## src/rtl/audio_mixer_nch_pkg.sv

```systemverilog
// Shared CSR map, bit positions and saturation helpers for the N-channel audio mixer.
package audio_mixer_pkg;
    localparam int ADDR_CTRL      = 0;
    localparam int ADDR_STATUS    = 1;
    localparam int ADDR_PEAK      = 2;
    localparam int ADDR_GAIN_BASE = 4;

    localparam int CTRL_ENABLE_BIT    = 0;
    localparam int CTRL_MUTE_BIT      = 1;
    localparam int STATUS_CLIP_W      = 16;
    localparam int STATUS_PKT_ERR_BIT = 16;

    // Clamp a signed value (held in 64 bits) to the range of a w-bit signed number.
    function automatic logic signed [63:0] sat_value(input logic signed [63:0] x, input int w);
        logic signed [63:0] hi;
        logic signed [63:0] lo;
        hi = (64'sd1 <<< (w - 1)) - 64'sd1;
        lo = -(64'sd1 <<< (w - 1));
        if (x > hi)
            return hi;
        else if (x < lo)
            return lo;
        else
            return x;
    endfunction

    function automatic logic is_sat(input logic signed [63:0] x, input int w);
        logic signed [63:0] hi;
        logic signed [63:0] lo;
        hi = (64'sd1 <<< (w - 1)) - 64'sd1;
        lo = -(64'sd1 <<< (w - 1));
        return (x > hi) || (x < lo);
    endfunction
endpackage

```

## src/rtl/audio_mixer_nch_if.sv

```systemverilog
// Stream-in, stream-out and CSR bus bundle for audio_mixer_nch.
interface audio_mixer_nch_if #(
    parameter int NUM_CH   = 4,
    parameter int SAMPLE_W = 24,
    parameter int ADDR_W   = 3
) ();
    logic [NUM_CH*SAMPLE_W-1:0] d_data;
    logic [NUM_CH-1:0]          d_data_valid;
    logic [NUM_CH-1:0]          d_ready;
    logic [NUM_CH-1:0]          d_start_packet;
    logic [NUM_CH-1:0]          d_end_packet;
    logic [SAMPLE_W-1:0]        s_data;
    logic                       s_data_valid;
    logic                       s_ready;
    logic                       s_start_packet;
    logic                       s_end_packet;
    logic [ADDR_W-1:0]          iCSR_ADDRESS;
    logic                       iCSR_READ;
    logic [31:0]                oCSR_READ_DATA;
    logic                       iCSR_WRITE;
    logic [31:0]                iCSR_WRITE_DATA;

    modport slave (
        input  d_data, d_data_valid, d_start_packet, d_end_packet,
        output d_ready,
        output s_data, s_data_valid, s_start_packet, s_end_packet,
        input  s_ready,
        input  iCSR_ADDRESS, iCSR_READ, iCSR_WRITE, iCSR_WRITE_DATA,
        output oCSR_READ_DATA
    );

    modport master (
        output d_data, d_data_valid, d_start_packet, d_end_packet,
        input  d_ready,
        input  s_data, s_data_valid, s_start_packet, s_end_packet,
        output s_ready,
        output iCSR_ADDRESS, iCSR_READ, iCSR_WRITE, iCSR_WRITE_DATA,
        input  oCSR_READ_DATA
    );
endinterface

```

## src/rtl/audio_mixer_nch_csr.sv

```systemverilog
// CSR register file: CTRL, STATUS (clip count, pkt_err), per-channel gains, registered read mux.
// Peak tracking on address 2 is built only when AUDIO_MIXER_NCH_PEAK_EN is defined.
module audio_mixer_csr
    import audio_mixer_pkg::*;
#(
    parameter int NUM_CH   = 4,
    parameter int SAMPLE_W = 24,
    parameter int GAIN_W   = 16,
    parameter int ADDR_W   = 3
) (
    input  logic                     iCLOCK,
    input  logic                     iRESET,
    input  logic [ADDR_W-1:0]        i_csr_address,
    input  logic                     i_csr_read,
    input  logic                     i_csr_write,
    input  logic [31:0]              i_csr_write_data,
    output logic [31:0]              o_csr_read_data,
    output logic                     o_enable,
    output logic                     o_mute,
    output logic [NUM_CH*GAIN_W-1:0] o_gains,
`ifdef AUDIO_MIXER_NCH_PEAK_EN
    input  logic                     i_peak_evt,
    input  logic [SAMPLE_W-1:0]      i_peak_data,
`endif
    input  logic                     i_clip_evt,
    input  logic                     i_pkt_err_evt
);
    localparam logic [GAIN_W-1:0] GAIN_UNITY = {2'b01, {(GAIN_W-2){1'b0}}};

    logic                     r_enable;
    logic                     r_mute;
    logic [STATUS_CLIP_W-1:0] r_clip;
    logic                     r_pkt_err;
    logic [31:0]              r_rdata;
    logic [31:0]              w_rd;
    logic [NUM_CH*GAIN_W-1:0] w_gains;
    logic                     w_wr_ctrl;
    logic                     w_wr_status;

    assign w_wr_ctrl   = i_csr_write && (i_csr_address == ADDR_W'(ADDR_CTRL));
    assign w_wr_status = i_csr_write && (i_csr_address == ADDR_W'(ADDR_STATUS));

    always_ff @(posedge iCLOCK) begin
        if (iRESET) begin
            r_enable <= 1'b1;
            r_mute   <= 1'b0;
        end else if (w_wr_ctrl) begin
            r_enable <= i_csr_write_data[CTRL_ENABLE_BIT];
            r_mute   <= i_csr_write_data[CTRL_MUTE_BIT];
        end
    end

    // A STATUS write wins over a clip/pkt_err event in the same cycle.
    always_ff @(posedge iCLOCK) begin
        if (iRESET || w_wr_status) begin
            r_clip    <= '0;
            r_pkt_err <= 1'b0;
        end else begin
            if (i_clip_evt && (r_clip != {STATUS_CLIP_W{1'b1}}))
                r_clip <= r_clip + 1'b1;
            if (i_pkt_err_evt)
                r_pkt_err <= 1'b1;
        end
    end

    genvar gi;
    generate
        for (gi = 0; gi < NUM_CH; gi++) begin : g_gain
            logic [GAIN_W-1:0] r_gain;
            always_ff @(posedge iCLOCK) begin
                if (iRESET)
                    r_gain <= GAIN_UNITY;
                else if (i_csr_write && (i_csr_address == ADDR_W'(ADDR_GAIN_BASE + gi)))
                    r_gain <= i_csr_write_data[GAIN_W-1:0];
            end
            assign w_gains[gi*GAIN_W +: GAIN_W] = r_gain;
        end
    endgenerate

`ifdef AUDIO_MIXER_NCH_PEAK_EN
    logic [SAMPLE_W-1:0] r_peak;
    logic [SAMPLE_W-1:0] w_abs;
    logic                w_rd_peak;

    assign w_rd_peak = i_csr_read && (i_csr_address == ADDR_W'(ADDR_PEAK));

    always_comb begin
        w_abs = i_peak_data;
        if (i_peak_data == {1'b1, {(SAMPLE_W-1){1'b0}}})
            w_abs = {1'b0, {(SAMPLE_W-1){1'b1}}};
        else if (i_peak_data[SAMPLE_W-1])
            w_abs = -i_peak_data;
    end

    // An output landing on the read cycle seeds the next window.
    always_ff @(posedge iCLOCK) begin
        if (iRESET)
            r_peak <= '0;
        else if (w_rd_peak)
            r_peak <= i_peak_evt ? w_abs : '0;
        else if (i_peak_evt && (w_abs > r_peak))
            r_peak <= w_abs;
    end
`endif

    always_comb begin
        w_rd = '0;
        if (i_csr_address == ADDR_W'(ADDR_CTRL)) begin
            w_rd[CTRL_ENABLE_BIT] = r_enable;
            w_rd[CTRL_MUTE_BIT]   = r_mute;
        end
        if (i_csr_address == ADDR_W'(ADDR_STATUS)) begin
            w_rd[STATUS_CLIP_W-1:0]    = r_clip;
            w_rd[STATUS_PKT_ERR_BIT]   = r_pkt_err;
        end
`ifdef AUDIO_MIXER_NCH_PEAK_EN
        if (i_csr_address == ADDR_W'(ADDR_PEAK))
            w_rd = 32'(r_peak);
`endif
        for (int k = 0; k < NUM_CH; k++) begin
            if (i_csr_address == ADDR_W'(ADDR_GAIN_BASE + k))
                w_rd = 32'($signed(w_gains[k*GAIN_W +: GAIN_W]));
        end
    end

    always_ff @(posedge iCLOCK) begin
        if (iRESET)
            r_rdata <= '0;
        else if (i_csr_read)
            r_rdata <= w_rd;
    end

    assign o_csr_read_data = r_rdata;
    assign o_enable        = r_enable;
    assign o_mute          = r_mute;
    assign o_gains         = w_gains;
endmodule

```

## src/rtl/audio_mixer_nch.sv

```systemverilog
// N-channel mixer: lock-step join, per-channel gain (stage A), sum/saturate/mute (stage B).
// Optional peak meter on CSR address 2 when AUDIO_MIXER_NCH_PEAK_EN is defined.
module audio_mixer_nch
    import audio_mixer_pkg::*;
#(
    parameter int NUM_CH   = 4,
    parameter int SAMPLE_W = 24,
    parameter int GAIN_W   = 16,
    parameter int ADDR_W   = 3
) (
    input  logic              iCLOCK,
    input  logic              iRESET,
    audio_mixer_nch_if.slave  bus
);
    localparam int PW    = SAMPLE_W + GAIN_W;
    localparam int SW    = PW + $clog2(NUM_CH);
    localparam int SHIFT = GAIN_W - 2;

    logic                      w_enable;
    logic                      w_mute;
    logic [NUM_CH*GAIN_W-1:0]  w_gains;
    logic                      w_advance;
    logic                      w_accept;
    logic                      w_pkt_err_evt;
    logic [NUM_CH*PW-1:0]      w_prod_q;
    logic signed [SW-1:0]      w_sum;
    logic [SAMPLE_W-1:0]       w_sat_data;
    logic [SAMPLE_W-1:0]       w_b_data;
    logic                      w_clip;
    logic                      w_b_load;
    logic                      r_a_valid;
    logic                      r_a_sop;
    logic                      r_a_eop;
    logic                      r_s_valid;
    logic                      r_s_sop;
    logic                      r_s_eop;
    logic [SAMPLE_W-1:0]       r_s_data;

    assign w_advance   = !r_s_valid || bus.s_ready;
    assign w_accept    = w_enable && (&bus.d_data_valid) && w_advance;
    assign bus.d_ready = {NUM_CH{w_accept}};

    assign w_pkt_err_evt = w_accept &&
        (((|bus.d_start_packet) && !(&bus.d_start_packet)) ||
         ((|bus.d_end_packet)   && !(&bus.d_end_packet)));

    genvar gi;
    generate
        for (gi = 0; gi < NUM_CH; gi++) begin : g_chan
            logic signed [SAMPLE_W-1:0] w_sample;
            logic signed [GAIN_W-1:0]   w_gain;
            logic signed [PW-1:0]       w_prod;
            logic signed [PW-1:0]       r_prod;
            assign w_sample = bus.d_data[gi*SAMPLE_W +: SAMPLE_W];
            assign w_gain   = w_gains[gi*GAIN_W +: GAIN_W];
            assign w_prod   = (PW'(w_sample) * PW'(w_gain)) >>> SHIFT;
            always_ff @(posedge iCLOCK) begin
                if (iRESET)
                    r_prod <= '0;
                else if (w_accept)
                    r_prod <= w_prod;
            end
            assign w_prod_q[gi*PW +: PW] = r_prod;
        end
    endgenerate

    // Stage A only moves when B can take its contents, so A+B hold two samples under stall.
    always_ff @(posedge iCLOCK) begin
        if (iRESET) begin
            r_a_valid <= 1'b0;
            r_a_sop   <= 1'b0;
            r_a_eop   <= 1'b0;
        end else if (w_advance) begin
            r_a_valid <= w_accept;
            if (w_accept) begin
                r_a_sop <= bus.d_start_packet[0];
                r_a_eop <= bus.d_end_packet[0];
            end
        end
    end

    always_comb begin
        w_sum = '0;
        for (int k = 0; k < NUM_CH; k++)
            w_sum = w_sum + SW'($signed(w_prod_q[k*PW +: PW]));
    end

    assign w_sat_data = SAMPLE_W'(sat_value(64'(w_sum), SAMPLE_W));
    assign w_clip     = is_sat(64'(w_sum), SAMPLE_W);
    assign w_b_data   = w_mute ? '0 : w_sat_data;
    assign w_b_load   = w_advance && r_a_valid;

    always_ff @(posedge iCLOCK) begin
        if (iRESET) begin
            r_s_valid <= 1'b0;
            r_s_data  <= '0;
            r_s_sop   <= 1'b0;
            r_s_eop   <= 1'b0;
        end else if (w_advance) begin
            r_s_valid <= r_a_valid;
            if (r_a_valid) begin
                r_s_data <= w_b_data;
                r_s_sop  <= r_a_sop;
                r_s_eop  <= r_a_eop;
            end
        end
    end

    assign bus.s_data         = r_s_data;
    assign bus.s_data_valid   = r_s_valid;
    assign bus.s_start_packet = r_s_sop;
    assign bus.s_end_packet   = r_s_eop;

    audio_mixer_csr #(
        .NUM_CH   (NUM_CH),
        .SAMPLE_W (SAMPLE_W),
        .GAIN_W   (GAIN_W),
        .ADDR_W   (ADDR_W)
    ) u_csr (
        .iCLOCK           (iCLOCK),
        .iRESET           (iRESET),
        .i_csr_address    (bus.iCSR_ADDRESS),
        .i_csr_read       (bus.iCSR_READ),
        .i_csr_write      (bus.iCSR_WRITE),
        .i_csr_write_data (bus.iCSR_WRITE_DATA),
        .o_csr_read_data  (bus.oCSR_READ_DATA),
        .o_enable         (w_enable),
        .o_mute           (w_mute),
        .o_gains          (w_gains),
`ifdef AUDIO_MIXER_NCH_PEAK_EN
        .i_peak_evt       (w_b_load),
        .i_peak_data      (w_b_data),
`endif
        .i_clip_evt       (w_b_load && w_clip),
        .i_pkt_err_evt    (w_pkt_err_evt)
    );
endmodule

```

## src/flat_wrapper.sv

```systemverilog
// flat-port wrapper written by rule: the top's interface ports become plain ports
module audio_mixer_nch_flat import audio_mixer_pkg::*;
#(
    parameter int NUM_CH   = 4,
    parameter int SAMPLE_W = 24,
    parameter int GAIN_W   = 16,
    parameter int ADDR_W   = 3
)
  (iCLOCK, iRESET, bus_d_data, bus_d_data_valid, bus_d_start_packet, bus_d_end_packet, bus_d_ready, bus_s_data, bus_s_data_valid, bus_s_start_packet, bus_s_end_packet, bus_s_ready, bus_iCSR_ADDRESS, bus_iCSR_READ, bus_iCSR_WRITE, bus_iCSR_WRITE_DATA, bus_oCSR_READ_DATA);
  audio_mixer_nch_if #(.NUM_CH(NUM_CH), .SAMPLE_W(SAMPLE_W), .ADDR_W(ADDR_W)) bus_i ();
  input  logic iCLOCK;
  input  logic iRESET;
  input wire logic [$bits(bus_i.d_data)-1:0] bus_d_data;
  input wire logic [$bits(bus_i.d_data_valid)-1:0] bus_d_data_valid;
  input wire logic [$bits(bus_i.d_start_packet)-1:0] bus_d_start_packet;
  input wire logic [$bits(bus_i.d_end_packet)-1:0] bus_d_end_packet;
  output wire logic [$bits(bus_i.d_ready)-1:0] bus_d_ready;
  output wire logic [$bits(bus_i.s_data)-1:0] bus_s_data;
  output wire logic [$bits(bus_i.s_data_valid)-1:0] bus_s_data_valid;
  output wire logic [$bits(bus_i.s_start_packet)-1:0] bus_s_start_packet;
  output wire logic [$bits(bus_i.s_end_packet)-1:0] bus_s_end_packet;
  input wire logic [$bits(bus_i.s_ready)-1:0] bus_s_ready;
  input wire logic [$bits(bus_i.iCSR_ADDRESS)-1:0] bus_iCSR_ADDRESS;
  input wire logic [$bits(bus_i.iCSR_READ)-1:0] bus_iCSR_READ;
  input wire logic [$bits(bus_i.iCSR_WRITE)-1:0] bus_iCSR_WRITE;
  input wire logic [$bits(bus_i.iCSR_WRITE_DATA)-1:0] bus_iCSR_WRITE_DATA;
  output wire logic [$bits(bus_i.oCSR_READ_DATA)-1:0] bus_oCSR_READ_DATA;
  assign bus_i.d_data = bus_d_data;
  assign bus_i.d_data_valid = bus_d_data_valid;
  assign bus_i.d_start_packet = bus_d_start_packet;
  assign bus_i.d_end_packet = bus_d_end_packet;
  assign bus_d_ready = bus_i.d_ready;
  assign bus_s_data = bus_i.s_data;
  assign bus_s_data_valid = bus_i.s_data_valid;
  assign bus_s_start_packet = bus_i.s_start_packet;
  assign bus_s_end_packet = bus_i.s_end_packet;
  assign bus_i.s_ready = bus_s_ready;
  assign bus_i.iCSR_ADDRESS = bus_iCSR_ADDRESS;
  assign bus_i.iCSR_READ = bus_iCSR_READ;
  assign bus_i.iCSR_WRITE = bus_iCSR_WRITE;
  assign bus_i.iCSR_WRITE_DATA = bus_iCSR_WRITE_DATA;
  assign bus_oCSR_READ_DATA = bus_i.oCSR_READ_DATA;
  audio_mixer_nch #(.NUM_CH(NUM_CH), .SAMPLE_W(SAMPLE_W), .GAIN_W(GAIN_W), .ADDR_W(ADDR_W)) u_core (.iCLOCK(iCLOCK), .iRESET(iRESET), .bus(bus_i));
endmodule
```

## config.mk

```make
export PLATFORM = sky130hd
export DESIGN_NAME = audio_mixer_nch_flat
export DESIGN_NICKNAME = d
export VERILOG_FILES = /design/src/rtl/audio_mixer_nch_pkg.sv /design/src/rtl/audio_mixer_nch_if.sv /design/src/rtl/audio_mixer_nch_csr.sv /design/src/rtl/audio_mixer_nch.sv /design/src/flat_wrapper.sv
export SDC_FILE = /design/constraint.sdc
export NUM_CORES = 2
export LEC_CHECK = 0
export BUFFER_PORTS_ARGS = -buffer_cell sky130_fd_sc_hd__buf_2
export CAP_MARGIN = 20
export CORE_MARGIN = 2
export CORE_UTILIZATION = 50
export CTS_BUF_LIST = sky130_fd_sc_hd__clkbuf_4 sky130_fd_sc_hd__clkbuf_8
export DETAILED_ROUTE_END_ITERATION = 10
export HOLD_SLACK_MARGIN = 0.05
export PLACE_DENSITY = 0.71
export SLEW_MARGIN = 15
export SYNTH_ARGS = -nofsm -noshare
export SYNTH_HDL_FRONTEND = slang
export SYNTH_SLANG_ARGS = --single-unit
```

## constraint.sdc

```tcl
create_clock -name iCLOCK -period 14.45 [get_ports iCLOCK]
set_input_delay 2.89 -clock iCLOCK [delete_from_list [all_inputs] [get_ports iCLOCK]]
set_output_delay 2.89 -clock iCLOCK [all_outputs]
set_load 0.1 [all_outputs]
```

After elaboration in Yosys (flattened, before gate mapping)
Index checks and enable logic that the tools add are counted.
{"block": "classes", "reduce_logical": 29, "muxes": 9, "eq_ne": 6, "n_addsub": 4, "n_mul": 4, "order_cmp": 2}
{"cell": "$mul A24 B16 Y40", "count": 4}
{"cell": "$mux W32", "count": 4}
{"cell": "$mux W24", "count": 3}
{"cell": "$add A42 B26 Y42", "count": 1}
{"cell": "$gt A42 B24 Y1 const B", "count": 1}
{"cell": "$lt A42 B24 Y1 const B", "count": 1}
{"cell": "$add A27 B26 Y28", "count": 1}
{"cell": "$add A26 B26 Y27", "count": 1}
{"cell": "$mux W17", "count": 1}
{"cell": "$add A16 B1 Y16 const B", "count": 1}
{"cell": "$ne A16 B16 Y1 const B", "count": 1}
{"cell": "$logic_and A1 B1 Y1", "count": 14}
{"cell": "$eq A3 B3 Y1 const B", "count": 4}
{"cell": "$reduce_and A4 Y1", "count": 3}
{"cell": "$reduce_or A4 Y1", "count": 2}
{"cell": "$logic_or A1 B1 Y1", "count": 4}
{"cell": "$reduce_and A2 Y1", "count": 2}
{"cell": "$eq A3 B1 Y1 const B", "count": 1}
{"cell": "$logic_not A1 Y1", "count": 3}
{"cell": "$logic_not A3 Y1", "count": 1}
{"cell": "$mux W2", "count": 1}
{"block": "totals", "wordCells": 74, "out_inout_bits": 63, "regBits": 249, "input_bits": 148}

Logic depth before layout (Yosys ltp)
{"block": "logic_depth", "depth_word": 7, "ltp_mapped": 29}

Modules after synthesis
Synthesis repeated with hierarchy kept, for this count alone.
{"block": "unflattened", "cells_unflattened": 7337, "hier_area_um2": 65024.9}
{"mod": "audio_mixer_nch", "seq_area_each_um2": 2682.6, "cells_per_inst": 6770, "instances": 1, "area_per_inst_um2": 60347.9}
{"mod": "audio_mixer_csr", "seq_area_each_um2": 2021.9, "cells_per_inst": 567, "instances": 1, "area_per_inst_um2": 4677.0}

Worst setup path after synthesis
Ideal clock, no wire load.
{"block": "synth_path", "kind": "input port to flip-flop", "startpoint": "input bus_d_data[12]", "endpoint": "register u_core.g_chan[0].r_prod[25] (netlist name)", "stages": 25, "path_buffers": 1, "t_arrival_ns": 9.294, "setup_time_ns": 0.074, "slack_ns": 5.082, "required_time_ns": 14.376, "path_cell_list": "clkbuf_1 nand2_1 fa_1 inv_1 fa_1 inv_1 fa_1 inv_1 fa_1 inv_1 fa_1 inv_1 fa_1 ha_1 a22oi_1 nand2_1 a311o_1 a41o_1 and4_1 o41ai_2 o31ai_1 a21oi_1 o31ai_1 or4_1 a31oi_1"}
{"block": "synth_between", "elab_chain_cells": 1}
{"element": "from (decl)", "line": "flat_wrapper.sv:13", "rtl": "input wire logic [$bits(bus_i.d_data)-1:0] bus_d_data;"}
{"element": "$mul A24 B16 Y40", "line": "audio_mixer_nch.sv:56", "rtl": "assign w_prod = (PW'(w_sample) * PW'(w_gain)) >>> SHIFT;"}
Every way passes these cells.
A chain may end at the register's enable or synchronous reset.

Worst setup path in the final report
{"block": "layout_path", "startpoint": "input bus_d_data[12]", "endpoint": "register u_core.g_chan[0].r_prod[25] (netlist name)"}
{"block": "layout_between", "elab_chain_cells": 1}
{"element": "$mul A24 B16 Y40", "line": "audio_mixer_nch.sv:56"}
Every way passes these cells.

==> impl_metrics.py <==
metrics = {
    "critical_path": {
        "start_kind": "input pin",
        "cpPeakStageDelay_ns": 0.59,
        "worst_ep_arrival_time_ns": 10.35,
        "crit_path_top_delay_cell": "o41ai_2",
        "crit_required_ns": 14.94,
        "rrSetupSlack_ns": 6.52,
        "worst_path_most_repeated_cell": "fa_1",
        "end_kind": "flip-flop",
        "critical_path_class": "in -> reg",
        "path_max_fanout": 16,
    },
    "final_layout": {
        "drive_gt1_share_pct": 5.346,
        "instances_no_fill": 8790,
        "final_util_pct": 52.79,
        "n_fill_cell": 11580,
        "syn_to_final_growth_pct": 4.849,
        "multi_input_comb_area_mm2": 0.05221,
        "ff_latch_area_mm2": 0.004705,
        "nets": 9206,
    },
    "synth": {
        "ys_types": 76,
        "synth-seq-cells": 235,
        "synth_area_leaders": "fa_1 (47%), inv_1 (9.2%), ha_1 (8.5%)",
        "postSynthAreaPerCell_um2": 8.984,
        "syn_inst": 7146,
        "synth_warnings": 0,
        "synth.most_common_cell": "inv_1",
        "syn_nets": 9251,
        "ys.flop_type": "dfxtp_1",
        "netlist_top_cells_count": "inv_1 (1,566), fa_1 (1,520), nand2_1 (1,242)",
        "ys_seq_area_share_pct": 7.328,
        "synth_area_mm2": 0.06420,
        "synth_edf_count": 0,
        "synth_largest_area_cell": "fa_1",
        "synthArstFlopShare_pct": 0,
        "yosys.area.top_type_share_pct": 47.40,
    },
    "floorplanning": {
        "io_pins": 211,
        "die-width_um": 362.3,
        "fp.dieH_um": 362.3,
        "row_count": 131,
        "core_mm2": 0.1275,
        "die_area_mm2": 0.1313,
        "start_util_pct": 50.34,
    },
    "job": {
        "maxCapViolations": 0,
    },
    "run_status": {
        "status": "finished clean",
    },
    "grt": {
        "grt_pass1_wl_um": 274400,
        "antenna_found_initial": 4,
        "grt.overflow.total": 0,
        "track_usage_pct": 26.42,
        "grt_pass1_vias": 51260,
        "grt_max_degree": 71,
    },
    "sta": {
        "period_share_pct": 68.29,
        "setup_ws_ns": 4.582,
        "clock_skew_ns": 0.03600,
        "slew_headroom_pct": 27.18,
        "worstMarginPinSlew_ns": 1.088,
        "setup_viol": 0,
        "fin_setup_tns_ns": 0,
        "hold_viol": 0,
        "maxSlewViolCount": 0,
        "finalCriticalPeriod_ns": 9.868,
        "rsz0062_at_grt": "no",
        "fmax_mhz": 101.3,
    },
    "place": {
        "place.detailed.hpwl_um": 131700,
        "port_buffers": 194,
        "dp_cells": 8722,
        "place.gp.congestion": 0.9492,
        "pre_cts_slack_ns": 4.030,
    },
    "route": {
        "dr.pass1.iters": 5,
        "detail_route.wl_per_cell_um": 19.04,
        "drt_iter0_markers": 3535,
        "viasPerCell": 5.430,
        "ant_nets": 0,
        "route.detailed.drc": 0,
        "routed_wl_um": 167400,
        "dr_total_vias": 47730,
    },
    "clocking": {
        "cts_setup_buffers": 0,
        "cts_tree": "done",
        "cts-resized-gates": 0,
        "cts_buffer_depth": 3,
        "htree_levels": 2,
        "clkLatencyLatePin_ns": 0.58,
        "clock-sinks": 235,
        "clk_pin_slew_ns": 0.06,
        "postCtsHoldBufs": 0,
        "cts_buffers": 39,
        "clock-root-buffer": "clkbuf_8",
    },
    "power_and_ir_drop": {
        "p_per_area_mw_per_mm2": 45.43,
        "power.leakage_nw": 30.24,
        "power_mw": 3.058,
        "vdd.ir_drop.worst_mv": 0.04900,
    },
    "hold_path": {
        "hold_path.class": "reg -> reg",
    },
}
## critical path: cells and delay by family
| family | cells | cell delay (ns) |
|---|---|---|
| and+or+nand+nor | 4 | 0.96 |
| buffers and inverters | 6 | 0.65 |
| adders and majority gates | 7 | 3.34 |
| AOI/OAI and AO/OA | 8 | 2.50 |
## power breakdown
group | internal, mW | switching (mW) | leakage (nW)
logic | 0.648 | 1.06 | 27.9
registers | 0.670 | 0.0237 | 1.90
clock network | 0.370 | 0.290 | 0.440
## layout make-up
type                    instances  share of cell area [%]
well taps                    1662                   3.089
repair buffers                271                   2.340
diodes                          1                0.003718
multi-input cells            4988                   77.56
clock inverters                10                  0.1747
clock buffers                  57                   1.110
flip-flops and latches        235                   6.989
inverters                    1566                   8.735
## stage by stage
stage / hold WS, ns / area [um^2]
final: 0.4515 / 67310
after global placement: 0.4353 / 66420
after CTS: 0.4546 / 67310
after global routing: 0.4755 / 67310
after detailed placement: 0.4461 / 66450
after floorplan: 0.4319 / 64200
## flip-flops by register name (all words and copies together) (netlist names), 16 cells and up
register / count
u_core.bus.s_data: 24
u_core.u_csr.o_csr_read_data: 18
u_core.g_chan.r_prod: 104
u_core.u_csr.r_clip: 16
u_core.u_csr.g_gain.r_gain: 64
## path summary, 6_finish.rpt
kind                                     from                     endpoint  depth (start not counted)
setup reg to reg   u_core.g_chan[0].r_prod[1]       u_core.u_csr.r_clip[1]                         25
hold / removal    u_core.g_chan[2].r_prod[18]  u_core.g_chan[2].r_prod[18]                          2
hold reg to reg   u_core.g_chan[2].r_prod[18]  u_core.g_chan[2].r_prod[18]                          2
setup / recovery               bus_d_data[12]  u_core.g_chan[0].r_prod[25]                         25
## metal layers
layer	vias to the layer above	global-route usage (%)	wire length, um
met3	312	4.316	14600
met1	24450	35.80	67970
li1	21120	-	-
met5	-	0	7
met2	1843	43.66	78990
met4	2	8.071	5794
## cells by family (layout without fill, tap and decap cells)
group	Yosys count	in the layout	share of synthesized area (%)
and+or+nand+nor	2199	2199	16.08
muxes	38	38	0.6198
adders and majority gates	1957	1957	55.92
DFF	235	235	7.328
other	0	1	0
xor gates and xnor gates	173	173	2.360
buffers and inverters	1923	1904	11.37
AOI/OAI and AO/OA	621	621	6.322
## cell usage in the layout (no fill, tap or decap), types with 14 or more instances in the layout
cell type,instances
a211oi_1,15
a21o_1,74
a21oi_1,244
a221o_1,21
a22o_1,29
and2_1,514
and3_1,17
buf_2,193
buf_4,76
clkbuf_8,51
dfxtp_1,235
fa_1,1520
ha_1,437
inv_1,1565
mux2_2,14
mux2i_1,24
nand2_1,1242
nand2b_1,114
nand3_1,37
nand4_1,24
nor2_1,125
nor2b_1,22
nor3_1,36
o211ai_1,17
o21a_1,17
o21ai_0,74
o21bai_1,16
or3_1,20
xnor2_1,127
xor2_1,46
(Power assumes the default switching activity.)
